## config.mk

```make
export PLATFORM = sky130hd
export DESIGN_NAME = gpr_wb_scheduler
export DESIGN_NICKNAME = d
export VERILOG_FILES = /design/src/rtl/gpr_pkg.sv /design/src/rtl/rr_arbiter_2.sv /design/src/rtl/gpr_wb_scheduler.sv
export SDC_FILE = /design/constraint.sdc
export NUM_CORES = 1
export LEC_CHECK = 0
export ABC_AREA = 1
export CAP_MARGIN = 20
export CELL_PAD_IN_SITES_DETAIL_PLACEMENT = 1
export CELL_PAD_IN_SITES_GLOBAL_PLACEMENT = 1
export CORE_MARGIN = 1.5
export CORE_UTILIZATION = 28
export CTS_CLUSTER_DIAMETER = 40
export DETAILED_ROUTE_END_ITERATION = 10
export MAX_ROUTING_LAYER = met4
export PLACE_DENSITY_LB_ADDON = 0.1
export REMOVE_ABC_BUFFERS = 1
export SYNTH_ARGS = -nofsm -noshare
export SYNTH_HDL_FRONTEND = slang
export SYNTH_HIERARCHICAL = 1
export SYNTH_SLANG_ARGS = --single-unit
export TNS_END_PERCENT = 50
```

## constraint.sdc

```tcl
create_clock -name clock_in -period 1.7 [get_ports clock_in]
set_input_delay 0.34 -clock clock_in [delete_from_list [all_inputs] [get_ports clock_in]]
set_output_delay 0.34 -clock clock_in [all_outputs]
set_load 0.01 [all_outputs]
```

## src/rtl/gpr_pkg.sv

```systemverilog
// Shared constants and types for the GPR writeback scheduler.
package gpr_pkg;

  localparam int XLEN     = 32;
  localparam int ADDR_W   = 5;
  localparam int NUM_REGS = 32;

  localparam logic [ADDR_W-1:0] X0_ADDR = '0;

  // Requester identity; also the bit index of each requester in grant vectors.
  typedef enum logic {
    REQ_ALU = 1'b0,
    REQ_LSU = 1'b1
  } req_id_e;

endpackage

```

## src/rtl/rr_arbiter_2.sv

```systemverilog
// Two-requester round-robin arbiter; the pointer names the requester favoured on contention.
module rr_arbiter_2
  import gpr_pkg::*;
(
  input  logic       clk_i,
  input  logic       rst_ni,
  input  logic [1:0] req_i,
  output logic [1:0] gnt_o
);

  req_id_e ptr_q, ptr_d;

  // The pointer only moves when both requesters contend; a lone requester is always served.
  always_comb begin
    gnt_o = '0;
    ptr_d = ptr_q;
    if (req_i[REQ_ALU] && req_i[REQ_LSU]) begin
      if (ptr_q == REQ_ALU) begin
        gnt_o[REQ_ALU] = 1'b1;
        ptr_d          = REQ_LSU;
      end else begin
        gnt_o[REQ_LSU] = 1'b1;
        ptr_d          = REQ_ALU;
      end
    end else begin
      gnt_o = req_i;
    end
  end

  always_ff @(posedge clk_i or negedge rst_ni) begin
    if (!rst_ni) begin
      ptr_q <= REQ_ALU;
    end else begin
      ptr_q <= ptr_d;
    end
  end

endmodule

```

## src/rtl/gpr_wb_scheduler.sv

```systemverilog
// Serialises ALU/LSU writebacks onto the single register-file write port and
// tracks pending destinations in a busy scoreboard that stalls issue on hazards.
module gpr_wb_scheduler
  import gpr_pkg::*;
(
  input  logic                clock_in,
  input  logic                reset_in,
  input  logic                issue_valid_in,
  input  logic [ADDR_W-1:0]   issue_rs1_addr_in,
  input  logic [ADDR_W-1:0]   issue_rs2_addr_in,
  input  logic [ADDR_W-1:0]   issue_rd_addr_in,
  output logic                issue_stall_out,
  input  logic                alu_wb_valid_in,
  input  logic [ADDR_W-1:0]   alu_wb_addr_in,
  input  logic [XLEN-1:0]     alu_wb_data_in,
  output logic                alu_wb_ready_out,
  input  logic                lsu_wb_valid_in,
  input  logic [ADDR_W-1:0]   lsu_wb_addr_in,
  input  logic [XLEN-1:0]     lsu_wb_data_in,
  output logic                lsu_wb_ready_out,
  output logic                rd_we_out,
  output logic [ADDR_W-1:0]   rd_addr_out,
  output logic [XLEN-1:0]     rd_data_out,
  output logic [NUM_REGS-1:0] busy_out,
  output logic                wb_err_out
);

  // Handshake: a writeback transfers in any cycle where valid && ready; ready is
  // combinational from both valids and the arbiter pointer, and a requester that
  // is not granted must hold valid, addr and data stable until it is.

  logic [1:0]          req, gnt;
  logic                xfer_valid, xfer_live, issue_fire;
  logic [ADDR_W-1:0]   xfer_addr;
  logic [XLEN-1:0]     xfer_data;

  logic                rd_we_q, rd_we_d;
  logic [ADDR_W-1:0]   rd_addr_q, rd_addr_d;
  logic [XLEN-1:0]     rd_data_q, rd_data_d;
  logic [NUM_REGS-1:0] busy_q, busy_d;
  logic                err_q, err_d;

  assign req[REQ_ALU] = alu_wb_valid_in;
  assign req[REQ_LSU] = lsu_wb_valid_in;

  rr_arbiter_2 u_arb (
    .clk_i  (clock_in),
    .rst_ni (reset_in),
    .req_i  (req),
    .gnt_o  (gnt)
  );

  assign alu_wb_ready_out = gnt[REQ_ALU];
  assign lsu_wb_ready_out = gnt[REQ_LSU];

  assign xfer_valid = |gnt;
  assign xfer_addr  = gnt[REQ_LSU] ? lsu_wb_addr_in : alu_wb_addr_in;
  assign xfer_data  = gnt[REQ_LSU] ? lsu_wb_data_in : alu_wb_data_in;
  // Writes to x0 are consumed here and never reach the register file.
  assign xfer_live  = xfer_valid && (xfer_addr != X0_ADDR);

  assign issue_stall_out = issue_valid_in &&
                           (busy_q[issue_rs1_addr_in] ||
                            busy_q[issue_rs2_addr_in] ||
                            busy_q[issue_rd_addr_in]);

  assign issue_fire = issue_valid_in && !issue_stall_out &&
                      (issue_rd_addr_in != X0_ADDR);

  always_comb begin
    rd_we_d   = xfer_live;
    rd_addr_d = rd_addr_q;
    rd_data_d = rd_data_q;
    if (xfer_live) begin
      rd_addr_d = xfer_addr;
      rd_data_d = xfer_data;
    end
  end

  // Clear on the edge the register file captures the write; a same-edge set wins.
  always_comb begin
    busy_d = busy_q;
    if (rd_we_q) begin
      busy_d[rd_addr_q] = 1'b0;
    end
    if (issue_fire) begin
      busy_d[issue_rd_addr_in] = 1'b1;
    end
    busy_d[X0_ADDR] = 1'b0;
  end

  assign err_d = err_q || (xfer_live && !busy_q[xfer_addr]);

  always_ff @(posedge clock_in or negedge reset_in) begin
    if (!reset_in) begin
      rd_we_q   <= 1'b0;
      rd_addr_q <= '0;
      rd_data_q <= '0;
      busy_q    <= '0;
      err_q     <= 1'b0;
    end else begin
      rd_we_q   <= rd_we_d;
      rd_addr_q <= rd_addr_d;
      rd_data_q <= rd_data_d;
      busy_q    <= busy_d;
      err_q     <= err_d;
    end
  end

  assign rd_we_out   = rd_we_q;
  assign rd_addr_out = rd_addr_q;
  assign rd_data_out = rd_data_q;
  assign busy_out    = busy_q;
  assign wb_err_out  = err_q;

endmodule

```

==> results.ini <==
[logic_synthesis]
yosys_register_bits = 71
yosys.area_share.simple = 0.3816
synth_top_family_by_area = simple AND/OR/NAND/NOR gates
synthesis.area_um2 = 4757
postSynthAreaPerCell_um2 = 6.598
synth.top_cells.by_area = dfrtp_1 37%, nand2_1 17%, nand3_1 8.6%, nor2_1 6.5%, o21ai_0 5.5%
synth_async_sr_flop_share = 1.000
post_synth_fa_ha_maj_area_fraction = 0
yosys_warnings = 6
synth_top_cells_by_count = 211 x nand2_1, 83 x nor2_1, 82 x nand3_1, 71 x dfrtp_1, 64 x inv_1
syn-instance-count = 721
synth_most_common_cell = nand2_1
synth_edf_count = 0
yosys.area_share.xor_xnor = 0
synth.top_cell.area_share = 0.3735
ys_dominant_reg_cell = dfrtp_1
synth.distinct_cells = 29
yosysTopAreaCell = dfrtp_1
synth-compound-area-share = 0.1344
yosys-mux-area-fraction = 0
synth_sequential_area_ratio = 0.3735

[power_and_ir_drop]
power_switching_mw = 4.773
total_power_mw = 11.03
p_leak_nw = 4.054
p_int_mw = 6.262
powerDensity_nw_per_um2 = 1247
power.combinational.fraction = 0.568
share_seq_of_total_power = 0.262
power.share.switching = 0.4325
power.share.clock = 0.170
vdd_ir_drop_max_uv = 626.4

[clock_network]
worst_skew_pair.late_latency_ns = 0.36
root_buffer = clkbuf_16
number_of_buffers_inserted_during_clock_tree_synthesis = 9
ctsHtreeMaxLevel = 3
ctsLongestPathBuffers = 2
clkTransAtPathRegs_ns = 0.06
clock_sinks = 71
cts_tree = built

[global_route]
antenna_found_initial = 0
grt_start_max_net_pins = 33
grt_pass1_vias = 6930
gr-usage-all-layers = 0.2826
grt-ovfl-total = 0
grt_pass1_wl_um = 37650

[floorplan]
placement_rows = 47
core_area_um2 = 16580
floorplan.die.width_um = 133.3
floorplan.die_area_um2 = 17780
floorplan.io_pins = 168
die_y_um = 133.3
start_util = 0.2869

[worst_setup_path]
timing.setup.critical_path_class = input pin to primary output
crit_path_end_kind = primary output
worst_path_required_ns = 1.36
startpoint_type = input pin
timing.critical_path.arrival_ns = 1.79
largest_driver_fanout_on_the_critical_path = 4

[sta]
count_of_endpoints_failing_hold_in_the_final_timing_report = 0
timing.max_slew.rel_slack = 0.6345
fmax_ghz = 0.4686
rsz0062_at_grt = true
setup_viol = 71
final_period_minus_worst_setup_slack_ns = 2.134
finalWorstSetupSlack_ns = -0.4341
fin_crit_sh = 1.255
report.final.slew_viol_count = 0
worst_tran_pin_value_ns = 0.5467
setup_total_negative_slack_ns = -14.26
final.setup_skew_ns = 0.01029

[drt]
via_total_after_detailed_routing = 6364
drt-wirelength-per-cell_um = 20.55
avgViaCountPerCell = 5.178
antenna_left = 0
wl_met3_um = 1561
routedLengthMet1_um = 9723
highest-signal-layer = met4
first_pass_iters = 5
drc = 0
wl_met2_um = 13020
drt_iter0_markers = 366
routed_wire_length_um = 25260

[hold_path]
hold_path_class = input pin to async pin

[run_status]
outcome = finished with violations
failed_checks = negative setup slack

[final_layout]
layout-area-overhead-vs-synth_pct = 86.01
layout.core_utilization = 0.5336
n_fill_cell = 2018
diodes = 0
nNetsFinal = 1098
drive_above_1_share = 0.2983

[placement]
dp_hpwl_um = 16690
pre_cts_slack_ns = -1.089
routability_congestion_estimate_from_global_placement = 0.9136
buffer_ports.inserted = 166

[flow_run]
timing.max_cap.violations = 0

logic make-up (layout without fill, tap and decap cells):
group,after synthesis,in the layout
other cells,1,1
compound gates,116,116
flops,71,71
buf+inv,111,399
simple gates,422,422
power groups by stage:
stage               clock [mW]  sequential [mW]  combinational (mW)
floorplan                    0             3.01                1.66
global placement             0             2.73                5.40
detailed placement           0             2.75                5.46
CTS                       1.89             2.80                5.78
global route              1.96             2.95                6.73
finish                    1.88             2.89                6.27
cells in the final DEF (no fill, tap or decap), types with 2 or more instances in the layout:
cell and instances:
nand2_8 2, buf_2 3, inv_6 2, clkdlybuf4s15_1 6
buf_6 7, dfrtp_1 65, a31oi_1 22, o21ai_0 39
o211ai_1 3, inv_2 29, nand2_4 6, clkdlybuf4s50_1 110
inv_4 7, a21oi_2 2, nand3_2 16, buf_12 13
nor3_2 2, clkinvlp_4 2, nand2_2 12, clkinv_2 2
a21oi_1 20, nor2_4 29, nand4_1 33, nand3_1 66
nor3_4 4, dfrtp_2 6, nand2_1 194, o21ai_1 12
dlymetal6s2s_1 11, a31oi_4 9, dlygate4sd2_1 35, inv_1 35
o21ai_2 3, buf_16 10, nor2_1 50, nor2_2 6
clkbuf_16 10, buf_4 112, a31oi_2 2
timing repair:
item                       CTS  global route
buffers inserted            25            14
setup endpoints to repair  102            80
hold endpoints to repair    24             0
hold buffers                 1             0
pin swaps                   30            26
gates resized for setup    180           103
cloned                      10             1
final timing paths:
path,slack [ns],from,endpoint,cells past startpoint
worst min-delay path,0.47,reset_in,busy_out[19],2
min in group clock_in,0.47,wb_err_out,wb_err_out,1
worst max-delay path,-0.43,issue_rd_addr_in[4],issue_stall_out,11
worst min register to register,0.47,wb_err_out,wb_err_out,1
worst max register to register,-0.36,u_arb/ptr_q,rd_data_out[7],14
max in group asynchronous,0.72,reset_in,busy_out[24],3
cell type report:
type                       count  area [µm²]  share of cell area
multi-input combinational    539        3078              0.3479
sequential                    71        1784              0.2016
tap                          220       275.3             0.03111
timing repair buffer         310        3126              0.3532
clock buffer                  10       239.0             0.02701
inverter                      73       304.0             0.03436
clock inverter                 6       42.54            0.004808
per-stage QoR:
| stage | hold WS [ns] | area (µm²) | std cells |
|---|---|---|---|
| final | 0.4686 | 8848 | 1229 |
| after detailed placement | 0.2957 | 7268 | 1164 |
| after global placement | 0.2979 | 7268 | 1164 |
| after CTS | 0.4776 | 8295 | 1215 |
| after global routing | 0.5125 | 8848 | 1229 |
| after floorplan | 0.04441 | 4509 | 683 |
worst max-delay path, stage by stage:
cell             delay [ns]
clkdlybuf4s50_1        0.50
inv_2                  0.08
buf_4                  0.14
nor3_4                 0.15
nand2_1                0.08
nand2_1                0.08
inv_1                  0.05
nand2_2                0.08
nor2_4                 0.03
a21boi_1               0.13
buf_2                  0.15
state kept, by name, indices dropped and copies added, names as in the netlist:
name / flops
rd_data_out: 32
u_arb/ptr_q: 1
rd_we_out: 1
busy_out: 31
rd_addr_out: 5
wb_err_out: 1
layer usage:
metal	global-route usage	vias up
met2	0.4847	234
met4	0.1238	0
met5	-	-
met3	0.06012	59
li1	-	2958
met1	0.3173	3113
No activity file was read; power rests on OpenSTA's default activity.
==> variant: new RTL, config.mk and constraints unchanged <==
`rd_data_q` no longer has a reset.
--- a/src/rtl/gpr_wb_scheduler.sv
+++ b/src/rtl/gpr_wb_scheduler.sv
@@ -95,16 +95,18 @@
     if (!reset_in) begin
       rd_we_q   <= 1'b0;
       rd_addr_q <= '0;
-      rd_data_q <= '0;
       busy_q    <= '0;
       err_q     <= 1'b0;
     end else begin
       rd_we_q   <= rd_we_d;
       rd_addr_q <= rd_addr_d;
-      rd_data_q <= rd_data_d;
       busy_q    <= busy_d;
       err_q     <= err_d;
     end
+  end
+
+  always_ff @(posedge clock_in) begin
+    rd_data_q <= rd_data_d;
   end
 
   assign rd_we_out   = rd_we_q;
Function: changed (Yosys sat finds a counterexample within 4 cycles, from zero or initial values and one cycle with reset_in low).
==> variant against the original RTL <==
The run still ends with negative setup slack left. Routed wire length down 8.8%. Power down 5.1%. Critical endpoint unchanged. Global-route usage down 1.4 points. Synthesized cell count down 6.1%. Fmax down 5.1%. Worst setup slack worse by 0.12 ns. Area after synthesis down 1.8%. Sequential power down 4%. Count of clock-buffer cells in the layout unchanged. Cell area down 8.3%. First-iteration DRC count up 20%. Highest routed layer unchanged. Sequential cell count unchanged. Combinational power down 10%.
==> variant: results <==
metrics = {
    "min_path": {
        "hp-start": "wb_err_out",
        "min-delay-path-class": "flop to flop",
    },
    "yosys": {
        "synth_common_cells": "240 x nand2_1, 84 x nand3_1, 64 x inv_1",
        "synth_flop_cell": "dfrtp_1",
        "synth_edf_count": 32,
        "ys_seq_area_share_pct": 41.5,
        "yosys_warnings": 6,
        "synthTopCellsByArea": "dfrtp_1 21%, edfxtp_1 21%, nand2_1 19%",
        "synthArstFlopShare_pct": 54.9,
        "ys_types": 32,
    },
    "outcome": {
        "violations": "negative setup slack",
        "status": "finished with violations",
    },
    "clocking": {
        "cts_made_buffers": 9,
        "root_buffer": "clkbuf_16",
        "htreeDepth": 3,
        "cts_max_path_buffers": 2,
        "clkTransAtPathRegs_ns": 0.07,
        "insertion_delay_ns": 0.35,
    },
    "drt": {
        "vias_per_cell": 5.05,
        "firstDrtPassIters": 5,
        "drt-initial-drc-count": 440,
        "wl_per_cell_um": 19.6,
    },
    "timing": {
        "finalSetupTns_ns": -12.95,
        "setup_viol": 72,
        "relSlewSlack_pct": 64.7,
        "setup_slack_ns": -0.550,
        "finClkSkew_ns": 0.0105,
        "slew_violations": 0,
    },
    "grt": {
        "grt_pass1_wl_um": 34900,
        "grtUsageTotal_pct": 26.9,
        "grt_overflow": 0,
        "antenna_found_initial": 0,
        "grt_max_degree": 40,
        "first_global_vias": 6307,
    },
    "cells_and_area": {
        "largest_reg_flops": 32,
        "fin_nets": 1047,
        "drive_gt1_share_pct": 23.2,
        "n_antenna_cell": 0,
    },
    "placed_design": {
        "routabilityCongestion": 0.938,
        "hpwl_um": 16500,
        "numPortBuffers": 166,
    },
    "setup_path": {
        "path_max_fanout": 3,
        "cp.arrival_ns": 1.91,
        "crit_path_start": "busy_out[9]",
    },
    "power_and_ir_drop": {
        "p_leak_nw": 3.84,
        "irDropWorstVdd_mv": 0.700,
    },
}
-- variant: changes by cell type after synthesis, sizes merged, moves of 4 or more --
cell and change:
a31oi -31, buf -5, dfrtp -32, edfxtp +32, nand2 +29, nor2 -33
o211ai +4, o21ai -6
-- variant: worst max-delay path, stage by stage (launching register included) --
cell and delay, ns:
dfrtp_1 0.40, inv_2 0.13, buf_4 0.15, nor2_1 0.05
a21oi_1 0.16, nand2_1 0.08, nand2_1 0.08, nand2_1 0.08
inv_1 0.07, nand2_2 0.06, nor2_4 0.10, a21boi_1 0.07
buf_2 0.14
-- variant: final cells by class --
class,count,area [um^2]
clock buffers,10,239
clock inverters,6,76.3
fillers,2051,8350
inverters,71,277
multi-input cells,503,2430
flip-flops and latches,71,1940
well taps,220,275
repair buffers,297,2870
-- variant: routing by layer --
layer	GRT usage [%]	wire length (um)	vias to the layer above	share of wire [%]
li1	-	-	2779	-
met1	34.2	10000	2917	44
met2	44.2	11300	209	49
met3	3.27	1040	46	4.5
met4	9.69	641	0	2.8
met5	-	0	-	0
-- variant: what timing repair did --
item                                    4_1_cts  5_1_grt
pin swaps                                     9       10
resized for setup                           140       29
hold buffers                                  1        0
endpoints found under the hold margin        39        0
endpoints found under the setup margin       98      106
setup buffers                                10       10
cloned                                        6        2
-- variant: logic make-up (layout without fill, tap and decap cells) --
family / count (synthesis) / count (layout) / synth area share (%)
mux: 1 / 1 / 0.214
other cells: 1 / 1 / 0.0803
buf+inv: 103 / 384 / 10.2
simple gates: 419 / 419 / 38.6
flops: 71 / 71 / 41.5
compound gates: 82 / 82 / 9.43
-- variant: final timing paths --
kind | end | slack (ns) | cells past startpoint
worst max register to register | busy_out[10] | -0.28 | 14
worst min register to register | wb_err_out | 0.48 | 1
worst min-delay path | wb_err_out | 0.48 | 1
max in group asynchronous | busy_out[30] | 0.97 | 3
min in group asynchronous | busy_out[10] | 0.49 | 3
worst max-delay path | issue_stall_out | -0.55 | 12
-- variant: power breakdown --
group / leakage, nW / internal, mW / switching (mW)
Sequential: 0.772 / 2.36 / 0.418
Combinational: 2.91 / 2.63 / 3.01
Clock: 0.156 / 1.20 / 0.849
Total: 3.84 / 6.20 / 4.28
-- variant: metrics by stage --
step / cell area (um^2) / util [%] / total power, mW / std cells / setup slack, ns
finish: 8110 / 49.3 / 10.5 / 1178 / -0.550
global route: 8110 / 49.3 / 11.0 / 1178 / -0.589
CTS: 7930 / 48.1 / 10.2 / 1167 / -0.444
detailed placement: 7240 / 44.0 / 7.91 / 1134 / -1.23
global placement: 7240 / 44.0 / 7.80 / 1134 / -1.14
floorplan: 4460 / - / 4.56 / 645 / -4.16
